$ cat src/rtl/divider_line_sequencer.sv
// Streams the 8 operand pairs of one cache line into a fixed-latency divider and
// gathers the quotients into a single result line, flagging divide-by-zero lanes.
module divider_line_sequencer #(
  parameter int unsigned  DATA_LEN    = 32,
  parameter int unsigned  LINE_BITS   = 512,
  parameter int unsigned  DIV_LATENCY = 5,
  localparam int unsigned NUM_PAIRS   = LINE_BITS / (2 * DATA_LEN),
  localparam int unsigned IdxW        = (NUM_PAIRS > 1) ? $clog2(NUM_PAIRS) : 1
) (
  input  logic                 clk,
  input  logic                 reset,
  input  logic                 in_valid,
  output logic                 in_ready,
  input  logic [LINE_BITS-1:0] in_data,
  output logic [DATA_LEN-1:0]  div_a,
  output logic [DATA_LEN-1:0]  div_b,
  input  logic [DATA_LEN-1:0]  div_result,
  output logic                 out_valid,
  input  logic                 out_ready,
  output logic [LINE_BITS-1:0] out_data,
  output logic [NUM_PAIRS-1:0] out_dbz_mask,
  output logic                 busy,
  output logic [31:0]          lines_done
);

  localparam logic [IdxW-1:0] LastIdx = IdxW'(NUM_PAIRS - 1);

  typedef enum logic [1:0] {StIdle, StIssue, StDrain, StOutput} state_e;

  typedef struct packed {
    logic            valid;
    logic [IdxW-1:0] idx;
    logic            dbz;
  } tag_t;

  state_e                 state_q;
  logic [LINE_BITS-1:0]   line_q;
  logic [IdxW-1:0]        idx_q;
  tag_t                   iss_tag_q;
  tag_t                   tag_pipe_q [DIV_LATENCY];
  tag_t                   tag_out;
  logic [DATA_LEN-1:0]    res_q [NUM_PAIRS];
  logic [NUM_PAIRS-1:0]   mask_q;
  logic [DATA_LEN-1:0]    div_a_q, div_b_q;
  logic                   in_ready_q, busy_q, out_valid_q;
  logic [31:0]            lines_done_q;
  logic [DATA_LEN-1:0]    pair_a [NUM_PAIRS];
  logic [DATA_LEN-1:0]    pair_b [NUM_PAIRS];
  logic [DATA_LEN-1:0]    in_a0, in_b0;

  always_comb begin
    for (int i = 0; i < NUM_PAIRS; i++) begin
      pair_a[i] = line_q[2*i*DATA_LEN +: DATA_LEN];
      pair_b[i] = line_q[(2*i+1)*DATA_LEN +: DATA_LEN];
    end
  end

  assign in_a0   = in_data[DATA_LEN-1:0];
  assign in_b0   = in_data[2*DATA_LEN-1:DATA_LEN];
  // iss_tag_q lines up with div_a/div_b, so the last stage is DIV_LATENCY cycles later.
  assign tag_out = tag_pipe_q[DIV_LATENCY-1];

  always_ff @(posedge clk) begin
    if (reset) begin
      state_q      <= StIdle;
      line_q       <= '0;
      idx_q        <= '0;
      iss_tag_q    <= '0;
      for (int k = 0; k < DIV_LATENCY; k++) tag_pipe_q[k] <= '0;
      for (int i = 0; i < NUM_PAIRS; i++) res_q[i] <= '0;
      mask_q       <= '0;
      div_a_q      <= '0;
      div_b_q      <= '0;
      in_ready_q   <= 1'b1;
      busy_q       <= 1'b0;
      out_valid_q  <= 1'b0;
      lines_done_q <= '0;
    end else begin
      tag_pipe_q[0] <= iss_tag_q;
      for (int k = 1; k < DIV_LATENCY; k++) tag_pipe_q[k] <= tag_pipe_q[k-1];
      iss_tag_q <= '0;
      div_a_q   <= '0;
      div_b_q   <= '0;

      if (tag_out.valid) begin
        res_q[tag_out.idx] <= tag_out.dbz ? '1 : div_result;
        if (tag_out.dbz) mask_q[tag_out.idx] <= 1'b1;
      end

      unique case (state_q)
        StIdle: begin
          if (in_valid) begin
            // Pair 0 goes out on the acceptance edge to save a cycle of issue latency.
            line_q     <= in_data;
            for (int i = 0; i < NUM_PAIRS; i++) res_q[i] <= '0;
            mask_q     <= '0;
            div_a_q    <= in_a0;
            div_b_q    <= in_b0;
            iss_tag_q  <= '{valid: 1'b1, idx: '0, dbz: (in_b0 == '0)};
            idx_q      <= IdxW'(1);
            state_q    <= (NUM_PAIRS == 1) ? StDrain : StIssue;
            in_ready_q <= 1'b0;
            busy_q     <= 1'b1;
          end
        end
        StIssue: begin
          div_a_q   <= pair_a[idx_q];
          div_b_q   <= pair_b[idx_q];
          iss_tag_q <= '{valid: 1'b1, idx: idx_q, dbz: (pair_b[idx_q] == '0)};
          idx_q     <= idx_q + 1'b1;
          if (idx_q == LastIdx) state_q <= StDrain;
        end
        StDrain: begin
          if (tag_out.valid && (tag_out.idx == LastIdx)) begin
            state_q     <= StOutput;
            out_valid_q <= 1'b1;
          end
        end
        StOutput: begin
          if (out_ready) begin
            lines_done_q <= lines_done_q + 32'd1;
            out_valid_q  <= 1'b0;
            in_ready_q   <= 1'b1;
            busy_q       <= 1'b0;
            state_q      <= StIdle;
          end
        end
        default: state_q <= StIdle;
      endcase
    end
  end

  always_comb begin
    out_data = '0;
    for (int i = 0; i < NUM_PAIRS; i++) out_data[i*DATA_LEN +: DATA_LEN] = res_q[i];
  end

  assign div_a        = div_a_q;
  assign div_b        = div_b_q;
  assign in_ready     = in_ready_q;
  assign busy         = busy_q;
  assign out_valid    = out_valid_q;
  assign out_dbz_mask = mask_q;
  assign lines_done   = lines_done_q;

endmodule
$ cat config.mk
export PLATFORM = sky130hd
export DESIGN_NAME = divider_line_sequencer
export DESIGN_NICKNAME = d
export VERILOG_FILES = /design/src/rtl/divider_line_sequencer.sv
export SDC_FILE = /design/constraint.sdc
export NUM_CORES = 1
export LEC_CHECK = 0
export ABC_AREA = 1
export CAP_MARGIN = 0
export CORE_AREA = 10 10 444 446
export CTS_BUF_LIST = sky130_fd_sc_hd__clkbuf_2
export CTS_CLUSTER_DIAMETER = 80
export DETAILED_ROUTE_END_ITERATION = 10
export DIE_AREA = 0 0 454 456
export PLACE_DENSITY_LB_ADDON = 0.25
export SYNTH_ARGS = -nofsm -noshare
export SYNTH_HDL_FRONTEND = slang
export SYNTH_SLANG_ARGS = --single-unit
$ cat constraint.sdc
create_clock -name clk -period 3.9 [get_ports clk]
set_clock_uncertainty 0.2 [all_clocks]
set_input_delay 0.78 -clock clk [delete_from_list [all_inputs] [get_ports clk]]
set_output_delay 0.78 -clock clk [all_outputs]
set_load 0.01 [all_outputs]
==> impl_metrics.json <==
{
  "start_util": 0.205,
  "die_h_um": 456,
  "viasPerCell": 4.22,
  "critPathSlowestCell": "dlygate4sd3_1",
  "grt_pass1_vias": 41300,
  "dr_total_vias": 40100,
  "maxSlewViolCount": 0,
  "arrival_ns": 5.12,
  "cts_num_sinks": 910,
  "coreArea_um2": 188000,
  "die_x_um": 454,
  "timing.fmax_mhz": 262,
  "htreeDepth": 5,
  "setup_viol": 0,
  "seq_area_frac_synth": 0.541,
  "gp_congestion": 0.873,
  "drt_pass1_iterations": 5,
  "final.fill_count": 19900,
  "routed_wl_um": 186000,
  "numPortBuffers": 910,
  "finalHoldViolations": 0,
  "yosys.cell_types.count": 34,
  "fin_ws_ns": 0.0767,
  "rr_worst_depth": 10,
  "wire_per_inst_um": 19.6,
  "drtAntennaViolNets": 0,
  "holdPathStages": 2,
  "tritoncts": "done",
  "numCtsBuffers": 285,
  "total_power_mw": 29.1,
  "p_leak_nw": 26.6,
  "outcome": "completed",
  "rows": 159,
  "p_per_area_nw_per_um2": 464,
  "grt_pass1_wl_um": 269000,
  "hold_class": "flip-flop to flip-flop",
  "avgSynthCellArea_um2": 8.20,
  "cp.required_ns": 5.20,
  "grt_max_degree": 175,
  "cts-root-buf": "clkbuf_2",
  "syn2layout_area_growth_pct": 63.3,
  "ys_warn_count": 0,
  "cp_slowest_stage_delay_ns": 1.31,
  "io_pins": 1167,
  "grt_util_all_layers": 0.171,
  "worstPathCellList": "dlygate4sd3_1 -> dlygate4sd3_1 -> buf_6 -> dlygate4sd3_1 -> inv_8 -> buf_12 -> nand3_1 -> nand2_1 -> dlygate4sd3_1",
  "fin_crit_sh": 0.980,
  "drt_iter0_drc": 2571,
  "slew_headroom": 0.186,
  "dieArea_um2": 207000,
  "post-route-drc-count": 0,
  "synth_seq_cells": 910,
  "cts_buffer_depth": 4,
  "crit_type": "input port to flip-flop",
  "antenna_found_initial": 50,
  "final_layout_size_suffix_gt1_frac": 0.0811,
  "clk_pin_slew_ns": 0.08,
  "crit_path_start_kind": "input port",
  "worstMarginPinSlew_ns": 1.22,
  "crit_path_end_kind": "flip-flop",
  "max_cap_viol_count": 0,
  "synthCells": 4689,
  "worstPathMaxFanout": 95,
  "fin_crit_ns": 3.82,
  "dp_hpwl_um": 127000,
  "fin_util": 0.335,
  "grt_overflow": 0,
  "clkLatencyLatePin_ns": 1.78,
  "layout.nets": 7345,
  "synth_area_um2": 38400,
  "dp_slack_ns": 0.541,
  "crit_top_cell": "dlygate4sd3_1",
  "ir_drop_v": 0.000308
}
-- layout make-up --
class | count | area, um2 | share of cell area
Clock buffer | 399 | 2000 | 0.0318
Clock inverter | 51 | 337 | 0.00536
Inverter | 432 | 1650 | 0.0263
Timing Repair Buffer | 2130 | 21000 | 0.335
Antenna cell | 42 | 105 | 0.00167
Sequential cell | 910 | 20800 | 0.331
Tap cell | 2495 | 3120 | 0.0497
Multi-Input combinational cell | 3030 | 13800 | 0.219
-- per-layer routing --
| layer | vias up | track usage | part of all wire |
|---|---|---|---|
| met1 | 19000 | 0.193 | 0.39 |
| met3 | 349 | 0.0423 | 0.063 |
| li1 | 19200 | - | - |
| met5 | - | 0 | 0.00038 |
| met2 | 1498 | 0.305 | 0.51 |
| met4 | 12 | 0.0666 | 0.036 |
-- where the power goes --
group | leakage (nW) | switching (mW) | internal [mW] | total (mW)
clock | 1.83 | 4.41 | 3.03 | 7.44
sequential | 8.12 | 0.649 | 11.5 | 12.1
combinational | 16.7 | 5.87 | 3.69 | 9.56
-- repair_timing --
item                                    4_1_cts  5_1_grt
resized for setup                           278        0
hold buffers                               1146        0
endpoints found under the setup margin      265        0
setup buffers                                 0        0
hold endpoints to repair                   1134        0
-- critical path, delay by kind of cell --
family,cells,cell delay (ns)
buffers and inverters,7,3.98
AND/OR/NAND/NOR,2,0.21
-- Yosys cell counts --
cell type  count  area [um2]
buf_1         24        90.1
nor2_2         7        43.8
nor2_4         1        11.3
o21ai_1        6        30.0
a21oi_1      210        1050
nor2_1       406        1520
nand3b_1      33         248
nor3_1        32         160
xor2_1         4        35.0
edfxtp_1     256        7690
nor3b_2        1        12.5
inv_1        425        1600
o211ai_1       7        52.6
buf_4        260        1950
clkbuf_1     215         807
buf_6         11         124
ha_1           8         100
nand2_1      882        3310
dfxtp_1      654       13100
nor3b_1        1        7.51
nand4_1       10        62.6
o21ai_0      451        2260
a211oi_1       5        37.5
nand2_2        2        12.5
o211ai_2      22         275
xnor2_1        1        8.76
o41ai_1        1        8.76
o22ai_1       54         338
nor4_1         6        37.5
inv_2          7        26.3
buf_2         62         310
conb_1         1        3.75
nand3_1      623        3120
o21ba_2        1        10.0
-- cells by family after synthesis --
family / Yosys count / share of synthesized area
AO/OA/AOI/OAI: 757 / 0.106
adder cells (fa/ha/maj): 8 / 0.00260
other: 1 / 0.0000976
AND/OR/NAND/NOR: 2004 / 0.222
buffers and inverters: 1004 / 0.128
XOR/XNOR: 5 / 0.00114
flip-flops: 910 / 0.541
-- layout by cell type, fill, tap and decap left out, types with 2 or more instances in the layout --
cell type and n:
a211oi_1 5, a21oi_1 210, buf_12 16, buf_4 58
bufinv_16 5, clkbuf_2 399, clkdlybuf4s50_1 644, clkinv_1 34
clkinv_2 7, conb_1 256, dfxtp_1 637, dfxtp_2 15
dfxtp_4 2, diode_2 42, dlygate4sd2_1 265, dlygate4sd3_1 1146
edfxtp_1 256, ha_1 7, inv_1 424, inv_2 7
inv_8 3, nand2_1 872, nand2_2 11, nand3_1 623
nand3b_1 33, nand4_1 10, nor2_1 404, nor2_2 7
nor2_4 3, nor3_1 32, nor4_1 6, o211ai_1 7
o211ai_2 22, o21ai_0 451, o21ai_1 5, o22ai_1 54
xor2_1 4
-- flip-flops by register name, indices dropped and copies added, names as in the netlist --
name	count
line_q	512
res_q	256
div_a	32
div_b	32
lines_done	32
tag_pipe_q	25
out_dbz_mask	8
iss_tag_q	5
idx_q	3
state_q	2
busy	1
in_ready	1
out_valid	1
-- worst paths after layout --
| check | start | to | slack, ns |
|---|---|---|---|
| hold / removal | tag_pipe_q[0][10] | tag_pipe_q[0][15] | 0.14 |
| setup / recovery | reset | line_q[318] | 0.08 |
| hold reg to reg | tag_pipe_q[0][10] | tag_pipe_q[0][15] | 0.14 |
| setup reg to reg | state_q[0] | iss_tag_q[0] | 0.59 |
-- per-stage QoR --
step | std cells | area, um2 | TNS, ns | hold WS (ns)
floorplan | 4944 | 39400 | 0 | 0.188
detailed placement | 7851 | 49200 | 0 | 0.192
finish | 9489 | 62800 | 0 | 0.141
CTS | 9447 | 62700 | 0 | 0.000958
global route | 9486 | 62800 | -0.0189 | 0.0882
global placement | 7851 | 49200 | 0 | 0.184
(Power assumes the default switching activity.)
